==> config.mk <==
export PLATFORM = sky130hd
export DESIGN_NAME = issue_sequencer_flat
export DESIGN_NICKNAME = d
export VERILOG_FILES = /design/src/rtl/issue_sequencer_pkg.sv /design/src/rtl/issue_sequencer_if.sv /design/src/rtl/issue_sequencer_queue_ptr_unit.sv /design/src/rtl/issue_sequencer.sv /design/src/flat_wrapper.sv
export SDC_FILE = /design/constraint.sdc
export NUM_CORES = 1
export LEC_CHECK = 0
export ABC_AREA = 1
export CAP_MARGIN = 10
export CORE_UTILIZATION = 40
export DETAILED_ROUTE_END_ITERATION = 12
export PLACE_DENSITY = 0.74
export SLEW_MARGIN = 10
export SYNTH_ARGS = -nofsm -noshare
export SYNTH_HDL_FRONTEND = slang
export SYNTH_HIERARCHICAL = 1
export SYNTH_SLANG_ARGS = --single-unit
==> constraint.sdc <==
create_clock -name clk -period 1.5 [get_ports clk]
set_input_delay 0.3 -clock clk [delete_from_list [all_inputs] [get_ports clk]]
set_output_delay 0.3 -clock clk [all_outputs]
set_load 0.01 [all_outputs]
==> src/rtl/issue_sequencer_pkg.sv <==
// issue_sequencer_pkg: shared types/constants for the qisp issue sequencer (ISSUE_QUEUE_CHECK_EN adds the FAULT state)
package issue_sequencer_pkg;
    localparam int PC_W_DEF = 16;
    localparam int QP_W_DEF = 4;
    localparam logic OP_ALU = 1'b0;
    localparam logic OP_MEM = 1'b1;
`ifdef ISSUE_QUEUE_CHECK_EN
    typedef enum logic [2:0] {ST_FETCH, ST_EXEC, ST_MEM, ST_HALT, ST_FAULT} state_e;
`else
    typedef enum logic [2:0] {ST_FETCH, ST_EXEC, ST_MEM, ST_HALT} state_e;
`endif
endpackage

==> src/rtl/issue_sequencer_if.sv <==
// issue_sequencer_if: instruction- and data-memory handshake bundle between sequencer (master) and memories (slave)
interface issue_sequencer_if #(parameter int PC_W = 16) ();
    logic            imem_req;
    logic [PC_W-1:0] imem_addr;
    logic            imem_ack;
    logic [15:0]     imem_data;
    logic            dmem_req;
    logic            dmem_ack;
    modport master (output imem_req, imem_addr, dmem_req, input imem_ack, imem_data, dmem_ack);
    modport slave  (input imem_req, imem_addr, dmem_req, output imem_ack, imem_data, dmem_ack);
endinterface

==> src/rtl/issue_sequencer_queue_ptr_unit.sv <==
// issue_sequencer_queue_ptr_unit: register-queue head/tail/count, advanced once per retiring instruction
module issue_sequencer_queue_ptr_unit
    import issue_sequencer_pkg::*;
#(
    parameter int QP_W = QP_W_DEF
) (
    input  logic            clk,
    input  logic            rst_n,
    input  logic            i_adv,
    input  logic            i_pop,
    input  logic            i_push,
    output logic [QP_W-1:0] o_head,
    output logic [QP_W-1:0] o_tail,
    output logic            o_empty,
    output logic            o_full
);
    logic [QP_W-1:0] r_head, r_tail;
    logic [QP_W:0]   r_count;
    always_ff @(posedge clk or negedge rst_n) begin
        if (!rst_n) begin
            r_head  <= '0;
            r_tail  <= '0;
            r_count <= '0;
        end else if (i_adv) begin
            r_head  <= r_head + QP_W'(i_pop);
            r_tail  <= r_tail + QP_W'(i_push);
            r_count <= r_count + (QP_W+1)'(i_push) - (QP_W+1)'(i_pop);
        end
    end
    assign o_head  = r_head;
    assign o_tail  = r_tail;
    assign o_empty = r_count == '0;
    assign o_full  = r_count == {1'b1, {QP_W{1'b0}}};
endmodule

==> src/rtl/issue_sequencer.sv <==
// issue_sequencer: fetch/exec/mem/halt sequencer owning pc, instruction register and queue pointers
// ISSUE_QUEUE_CHECK_EN enables queue overflow/underflow detection and the FAULT state
module issue_sequencer
    import issue_sequencer_pkg::*;
#(
    parameter int PC_W = PC_W_DEF,
    parameter int QP_W = QP_W_DEF
) (
    input  logic                clk,
    input  logic                rst_n,
    issue_sequencer_if.master   bus,
    output logic [15:0]         o_i_reg,
    input  logic                i_is_stop,
    input  logic                i_op_type,
    input  logic                i_rb_is_front,
    input  logic                i_rd_is_front,
    input  logic                i_jump_taken,
    input  logic [PC_W-1:0]     i_jump_target,
    output logic                o_wb_en,
    output logic [QP_W-1:0]     o_q_rd_addr,
    output logic [QP_W-1:0]     o_q_wr_addr,
    output logic [PC_W-1:0]     o_pc,
    output logic                o_halted,
    output logic                o_fault
);
    state_e          r_state;
    logic            r_imem_req, r_dmem_req, r_halted;
    logic [15:0]     r_i_reg;
    logic [PC_W-1:0] r_pc;
    logic            w_empty, w_full, w_qerr, w_exec_ok, w_retire;

    issue_sequencer_queue_ptr_unit #(.QP_W(QP_W)) u_qp (
        .clk     (clk),
        .rst_n   (rst_n),
        .i_adv   (w_retire),
        .i_pop   (i_rb_is_front),
        .i_push  (i_rd_is_front),
        .o_head  (o_q_rd_addr),
        .o_tail  (o_q_wr_addr),
        .o_empty (w_empty),
        .o_full  (w_full)
    );

`ifdef ISSUE_QUEUE_CHECK_EN
    logic r_fault;
    // a balanced pop+push never changes the count, so it is legal even when empty or full
    assign w_qerr  = (i_rb_is_front && !i_rd_is_front && w_empty) || (i_rd_is_front && !i_rb_is_front && w_full);
    assign o_fault = r_fault;
`else
    logic w_unused;
    assign w_unused = w_empty ^ w_full;
    assign w_qerr   = 1'b0;
    assign o_fault  = 1'b0;
`endif

    assign w_exec_ok = r_state == ST_EXEC && !i_is_stop && !w_qerr;
    assign w_retire  = (w_exec_ok && i_op_type == OP_ALU) || (r_state == ST_MEM && bus.dmem_ack);

    always_ff @(posedge clk or negedge rst_n) begin
        if (!rst_n) begin
            r_state    <= ST_FETCH;
            r_imem_req <= 1'b0;
            r_dmem_req <= 1'b0;
            r_i_reg    <= '0;
            r_pc       <= '0;
            r_halted   <= 1'b0;
`ifdef ISSUE_QUEUE_CHECK_EN
            r_fault    <= 1'b0;
`endif
        end else begin
            if (w_retire)
                r_pc <= i_jump_taken ? i_jump_target : r_pc + PC_W'(1);
            case (r_state)
                ST_FETCH:
                    if (r_imem_req && bus.imem_ack) begin
                        r_i_reg    <= bus.imem_data;
                        r_imem_req <= 1'b0;
                        r_state    <= ST_EXEC;
                    end else begin
                        r_imem_req <= 1'b1;
                    end
                ST_EXEC:
                    if (i_is_stop) begin
                        r_state  <= ST_HALT;
                        r_halted <= 1'b1;
                    end
`ifdef ISSUE_QUEUE_CHECK_EN
                    else if (w_qerr) begin
                        r_state <= ST_FAULT;
                        r_fault <= 1'b1;
                    end
`endif
                    else if (i_op_type == OP_MEM) begin
                        r_state    <= ST_MEM;
                        r_dmem_req <= 1'b1;
                    end else begin
                        r_state    <= ST_FETCH;
                        r_imem_req <= 1'b1;
                    end
                ST_MEM:
                    if (bus.dmem_ack) begin
                        r_dmem_req <= 1'b0;
                        r_state    <= ST_FETCH;
                        r_imem_req <= 1'b1;
                    end
                default: ;
            endcase
        end
    end

    assign bus.imem_req  = r_imem_req;
    assign bus.imem_addr = r_pc;
    assign bus.dmem_req  = r_dmem_req;
    assign o_i_reg       = r_i_reg;
    assign o_pc          = r_pc;
    assign o_wb_en       = w_retire;
    assign o_halted      = r_halted;
endmodule
==> src/flat_wrapper.sv <==
// flat-port wrapper written by rule: the top's interface ports become plain ports
module issue_sequencer_flat import issue_sequencer_pkg::*;
#(
    parameter int PC_W = PC_W_DEF,
    parameter int QP_W = QP_W_DEF
)
  (clk, rst_n, o_i_reg, i_is_stop, i_op_type, i_rb_is_front, i_rd_is_front, i_jump_taken, i_jump_target, o_wb_en, o_q_rd_addr, o_q_wr_addr, o_pc, o_halted, o_fault, bus_imem_req, bus_imem_addr, bus_dmem_req, bus_imem_ack, bus_imem_data, bus_dmem_ack);
  issue_sequencer_if #(.PC_W(PC_W)) bus_i ();
  input  logic clk;
  input  logic rst_n;
  output logic [15:0] o_i_reg;
  input  logic i_is_stop;
  input  logic i_op_type;
  input  logic i_rb_is_front;
  input  logic i_rd_is_front;
  input  logic i_jump_taken;
  input  logic [PC_W-1:0] i_jump_target;
  output logic o_wb_en;
  output logic [QP_W-1:0] o_q_rd_addr;
  output logic [QP_W-1:0] o_q_wr_addr;
  output logic [PC_W-1:0] o_pc;
  output logic o_halted;
  output logic o_fault;
  output wire logic [$bits(bus_i.imem_req)-1:0] bus_imem_req;
  output wire logic [$bits(bus_i.imem_addr)-1:0] bus_imem_addr;
  output wire logic [$bits(bus_i.dmem_req)-1:0] bus_dmem_req;
  input wire logic [$bits(bus_i.imem_ack)-1:0] bus_imem_ack;
  input wire logic [$bits(bus_i.imem_data)-1:0] bus_imem_data;
  input wire logic [$bits(bus_i.dmem_ack)-1:0] bus_dmem_ack;
  assign bus_imem_req = bus_i.imem_req;
  assign bus_imem_addr = bus_i.imem_addr;
  assign bus_dmem_req = bus_i.dmem_req;
  assign bus_i.imem_ack = bus_imem_ack;
  assign bus_i.imem_data = bus_imem_data;
  assign bus_i.dmem_ack = bus_dmem_ack;
  issue_sequencer #(.PC_W(PC_W), .QP_W(QP_W)) u_core (.clk(clk), .rst_n(rst_n), .bus(bus_i), .o_i_reg(o_i_reg), .i_is_stop(i_is_stop), .i_op_type(i_op_type), .i_rb_is_front(i_rb_is_front), .i_rd_is_front(i_rd_is_front), .i_jump_taken(i_jump_taken), .i_jump_target(i_jump_target), .o_wb_en(o_wb_en), .o_q_rd_addr(o_q_rd_addr), .o_q_wr_addr(o_q_wr_addr), .o_pc(o_pc), .o_halted(o_halted), .o_fault(o_fault));
endmodule
; Word level (Yosys, flattened, before mapping)
; Cells that the tools add are included.
[classes]
n_reduce_logical = 14
bitwise = 1
eq_ne = 7
addsub = 3
mux = 15
[ops]
columns = op, count
row1 = "adder 16 x 1 -> 16 bit, second input constant", 1
row2 = 2-to-1 mux 16 bit, 1
row3 = 2-to-1 mux 3 bit, 3
row4 = case mux 3 bit (3 select lines), 1
row5 = adder 4 x 1 -> 4 bit, 2
row6 = "inequality test 2 bit, second input constant", 4
row7 = AND reduction 4 bit, 2
row8 = 2-to-1 mux 1 bit, 7
row9 = logical AND 1 bit, 4
row10 = AND reduction 2 bit, 2
row11 = "== test 3 x 1 -> 1 bit, second input constant", 1
row12 = "== test 3 x 2 -> 1 bit, second input constant", 1
row13 = logical NOT 3 bit, 1
row14 = case mux 1 bit (3 select lines), 1
row15 = AND reduction 3 bit, 1
row16 = nonzero test 3 bit, 1
row17 = 2-to-1 mux 2 bit, 1
row18 = "inequality test 2 x 1 -> 1 bit, second input constant", 1
row19 = case mux 1 bit (2 select lines), 1
row20 = nonzero test 2 bit, 1
row21 = logical NOT 1 bit, 1
row22 = logical OR 1 bit, 1
row23 = NOT 1 bit, 1
[totals]
regBits = 46
input_bits = 41
output_inout_bits = 61
wordCells = 48

; Depth between registers and ports, before layout
[depth]
ltp_word = 4
mapped_depth = 10
ltp_nobuf = 9

; Cells and area by module
; The synthesis kept the hierarchy.
[by_module_without_submodules]
columns = module, area_per_inst_um2, seq_area_each_um2, n_inst, cells_per_inst
row1 = issue_sequencer, 2243.4, 925.9, 1, 275
row2 = issue_sequencer_queue_ptr_unit, 779.5, 325.3, 1, 92

; Worst setup path after synthesis
; No wires, ideal clock.
[synth_timing]
kind = reg-to-reg
start = register, netlist name u_core/u_qp/r_count[0]
end = register, netlist name u_core/u_qp/r_count[4]
n_path_buf = 0
setup_ps = 117
t_required_ps = 1383
synth_period_minus_slack_ps = 1651
t_arrival_ps = 1533
stages_incl_launch_ff = 12
slack_ps = -151
cell_sequence = dfrtp_1 inv_1 ha_1 inv_1 ha_1 fa_1 nand2_1 nand2_1 nand2_1 nand2_1 nand3_1 nand2_1

; Worst setup path in the final report
[layout_timing]
start = register u_core.r_state[0]
end = output o_wb_en
[layout_via]
elab_chain_cells = 4
word_cells_on_any_way = 6
cone_classes = eq/ne (2) / reduce/logical (4)
[layout_lines]
columns = element, line
row1 = from (decl), issue_sequencer.sv:26  ; state_e r_state;
row2 = from (signal assigned), issue_sequencer.sv:61  ; r_state <= ST_FETCH;
row3 = from (signal assigned), issue_sequencer.sv:78  ; r_state <= ST_EXEC;
row4 = from (signal assigned), issue_sequencer.sv:84  ; r_state <= ST_HALT;
row5 = == test 3 x 1 -> 1 bit, issue_sequencer.sv:56  ; assign w_exec_ok = r_state == ST_EXEC && !i_is_stop && !w_qerr;
row6 = logical AND 1 bit, issue_sequencer.sv:56
row7 = logical AND 1 bit, issue_sequencer.sv:57  ; assign w_retire = (w_exec_ok && i_op_type == OP_ALU) || (r_state == ST_MEM && bus.dmem_ack);
row8 = logical OR 1 bit (*), issue_sequencer.sv:57
row9 = to (decl), flat_wrapper.sv:18  ; output logic o_wb_en;
; Every way passes the cells marked *; elsewhere a longest branch is shown, timed or not.

==> results.py <==
metrics = {
    "placed_design": {
        "gp_congestion": 0.808,
        "pre_cts_slack_ns": -0.318,
        "dpl.hpwl_microns": 4610,
        "placed_area_sq_um": 3730,
        "dpl.cell_count": 484,
        "portBuffers": 100,
    },
    "floorplanning": {
        "initial_core_util_pct": 41.4,
        "ios": 102,
        "rows": 29,
        "fp.dieH_microns": 83.1,
        "core_area_sq_um": 6350,
        "die_area_sq_um": 6900,
        "die_w_microns": 83.1,
    },
    "routing": {
        "vias_per_cell": 4.88,
        "dr_wl_met2_microns": 3760,
        "wl_met3_microns": 391,
        "post_drt_wl_per_cell_microns": 13.8,
        "drt-met1-wl_microns": 2910,
        "num_vias": 2534,
        "routed_wl_microns": 7170,
        "drc_errors": 0,
        "first_pass_iters": 5,
        "drt_iter0_markers": 85,
        "drtAntennaViolNets": 0,
        "top_layer_used": "met4",
    },
    "grt": {
        "grt_first_pass_wirelength_microns": 11700,
        "grt_pass1_vias": 2665,
        "gr-total-overflow": 0,
        "track_usage_pct": 20.9,
        "grt_start_max_net_pins": 46,
        "antenna_found_initial": 0,
    },
    "min_path": {
        "whs_path_depth": 1,
        "min-delay-start": "u_core/u_qp/o_head[3]",
        "hold_class": "register to register",
        "min_to": "u_core/u_qp/o_head[3]",
    },
    "timing": {
        "skew_ns": 0.00840,
        "rsz0062_at_grt": "true",
        "hold_viol_final": 0,
        "setup-violations-final": 21,
        "drv_slew": 0,
        "worst_slack_ns": -0.0881,
        "max_freq_mhz": 630,
        "finalCritPeriodShare_pct": 106,
        "min_period_ns": 1.59,
    },
    "final_layout": {
        "stdcell_area_sq_um": 4290,
        "fin_nets": 491,
        "antennaDiodeCount": 0,
        "drive_gt1_share_pct": 29.0,
        "area_growth_pct": 63.2,
        "final_cell_count_no_fill": 519,
        "mostFrequentLayoutCell": "nand2_1",
        "layout_common_cells": "71 x nand2_1, 53 x dlygate4sd2_1, 39 x clkdlybuf4s50_1",
        "final_util_pct": 67.5,
    },
    "synth": {
        "synth_warnings": 6,
        "syn_avg_cell_area_sq_um": 8.42,
        "syn_nets": 362,
        "syn_inst": 312,
        "syn_area_sq_um": 2630,
    },
    "critical_path": {
        "r2r-end": "u_core/o_i_reg[0]",
        "cp_top_family": "flip-flops",
        "cpMostUsedCell": "buf_6",
        "worstPathCellList": "buf_6 -> ha_4 -> nand3_4 -> nand2_4 -> buf_6",
        "cp_slowest_stage_delay_ns": 0.42,
        "cp.required_ns": 1.20,
        "crit_type": "register to output pin",
        "cp_slowest_cell": "dfrtp_1",
        "worstPathArrival_ns": 1.29,
        "r2r_start": "u_core/r_state[1]",
        "crit_fanout": 2,
        "worstSetupStartpointType": "register",
        "critPathBufInv": 2,
        "reg2reg_slack_ns": -0.02,
        "critPathCaptureType": "output pin",
        "reg2reg_depth": 6,
    },
    "power_and_ir_drop": {
        "comb_power_share_pct": 58.9,
        "switchingPower_mw": 3.06,
        "power_density_nw_per_um2": 1860,
        "seqPwrFrac_pct": 27.3,
        "power.share.clock_pct": 13.9,
        "power.internal_mw": 4.92,
        "leakagePower_nw": 2.20,
        "ir_drop_mv": 1.01,
        "p_sw_share_pct": 38.4,
    },
    "outcome": {
        "violations": "setup timing",
        "status": "complete, but fails checks",
    },
    "clock_network": {
        "cts_max_level": 2,
        "cts_root_buffer": "clkbuf_8",
        "cts_tree": "done",
        "insertion_delay_ns": 0.30,
        "cts_buffers": 5,
        "cts.clk_slew.worst_paths_ns": 0.09,
        "clock-sinks": 45,
        "clk_path_buf_depth": 2,
    },
    "job": {
        "cap_violations": 0,
    },
}
==> what timing repair did <==
action | in CTS | in global routing
endpoints found under the setup margin | 88 | 45
hold endpoints to repair | 45 | 0
hold buffers | 1 | 0
resized for setup | 89 | 51
gates cloned | 2 | 0
pin swaps | 6 | 15
setup buffers | 21 | 4
==> stage by stage <==
step / hold slack [ns] / power [mW] / setup TNS [ns]
6_report: 0.479 / 7.98 / -0.375
5_1_grt: 0.505 / 8.53 / -1.56
4_1_cts: 0.481 / 7.71 / -0.553
3_5_place_dp: 0.301 / 6.35 / -4.97
3_3_place_gp: 0.302 / 6.23 / -4.51
2_1_floorplan: 0.00441 / 4.43 / 0
==> cell type report <==
class / instances / area (sq um)
Clock buffer: 5 / 68.8
Clock inverter: 3 / 65.1
Inverter: 32 / 128
Timing Repair Buffer: 148 / 1430
Multi-Input combinational cell: 209 / 1360
Fill cell: 540 / 2060
Tap cell: 77 / 96.3
Sequential cell: 45 / 1130
==> worst max path at each step <==
stage | start | endpoint | slack, ns | depth (start not counted)
after floorplan | u_core/r_state[0] | u_core/u_qp/o_tail[3] | 0.04 | 8
after global placement | i_is_stop | o_wb_en | -0.32 | 5
after detailed placement | i_is_stop | o_wb_en | -0.32 | 5
after CTS | u_core/r_state[0] | u_core/r_state[1] | -0.06 | 7
after global routing | u_core/r_state[0] | o_wb_en | -0.13 | 5
final | u_core/r_state[0] | o_wb_en | -0.09 | 5
==> power by group through the flow <==
stage                     Clock, mW  Sequential (mW)  Combinational (mW)
after floorplan                   0             2.52                1.91
after global placement            0             2.32                3.91
after detailed placement          0             2.35                4.00
after CTS                      1.13             2.18                4.39
after global routing           1.17             2.26                5.09
final                          1.11             2.18                4.69
==> routing by layer <==
metal / up-vias / GRT usage, %
li1: 1234 / -
met1: 1194 / 24.1
met2: 98 / 37.3
met3: 8 / 5.17
met4: 0 / 7.84
met5: - / 0
Power figures use the tool's default switching activity.
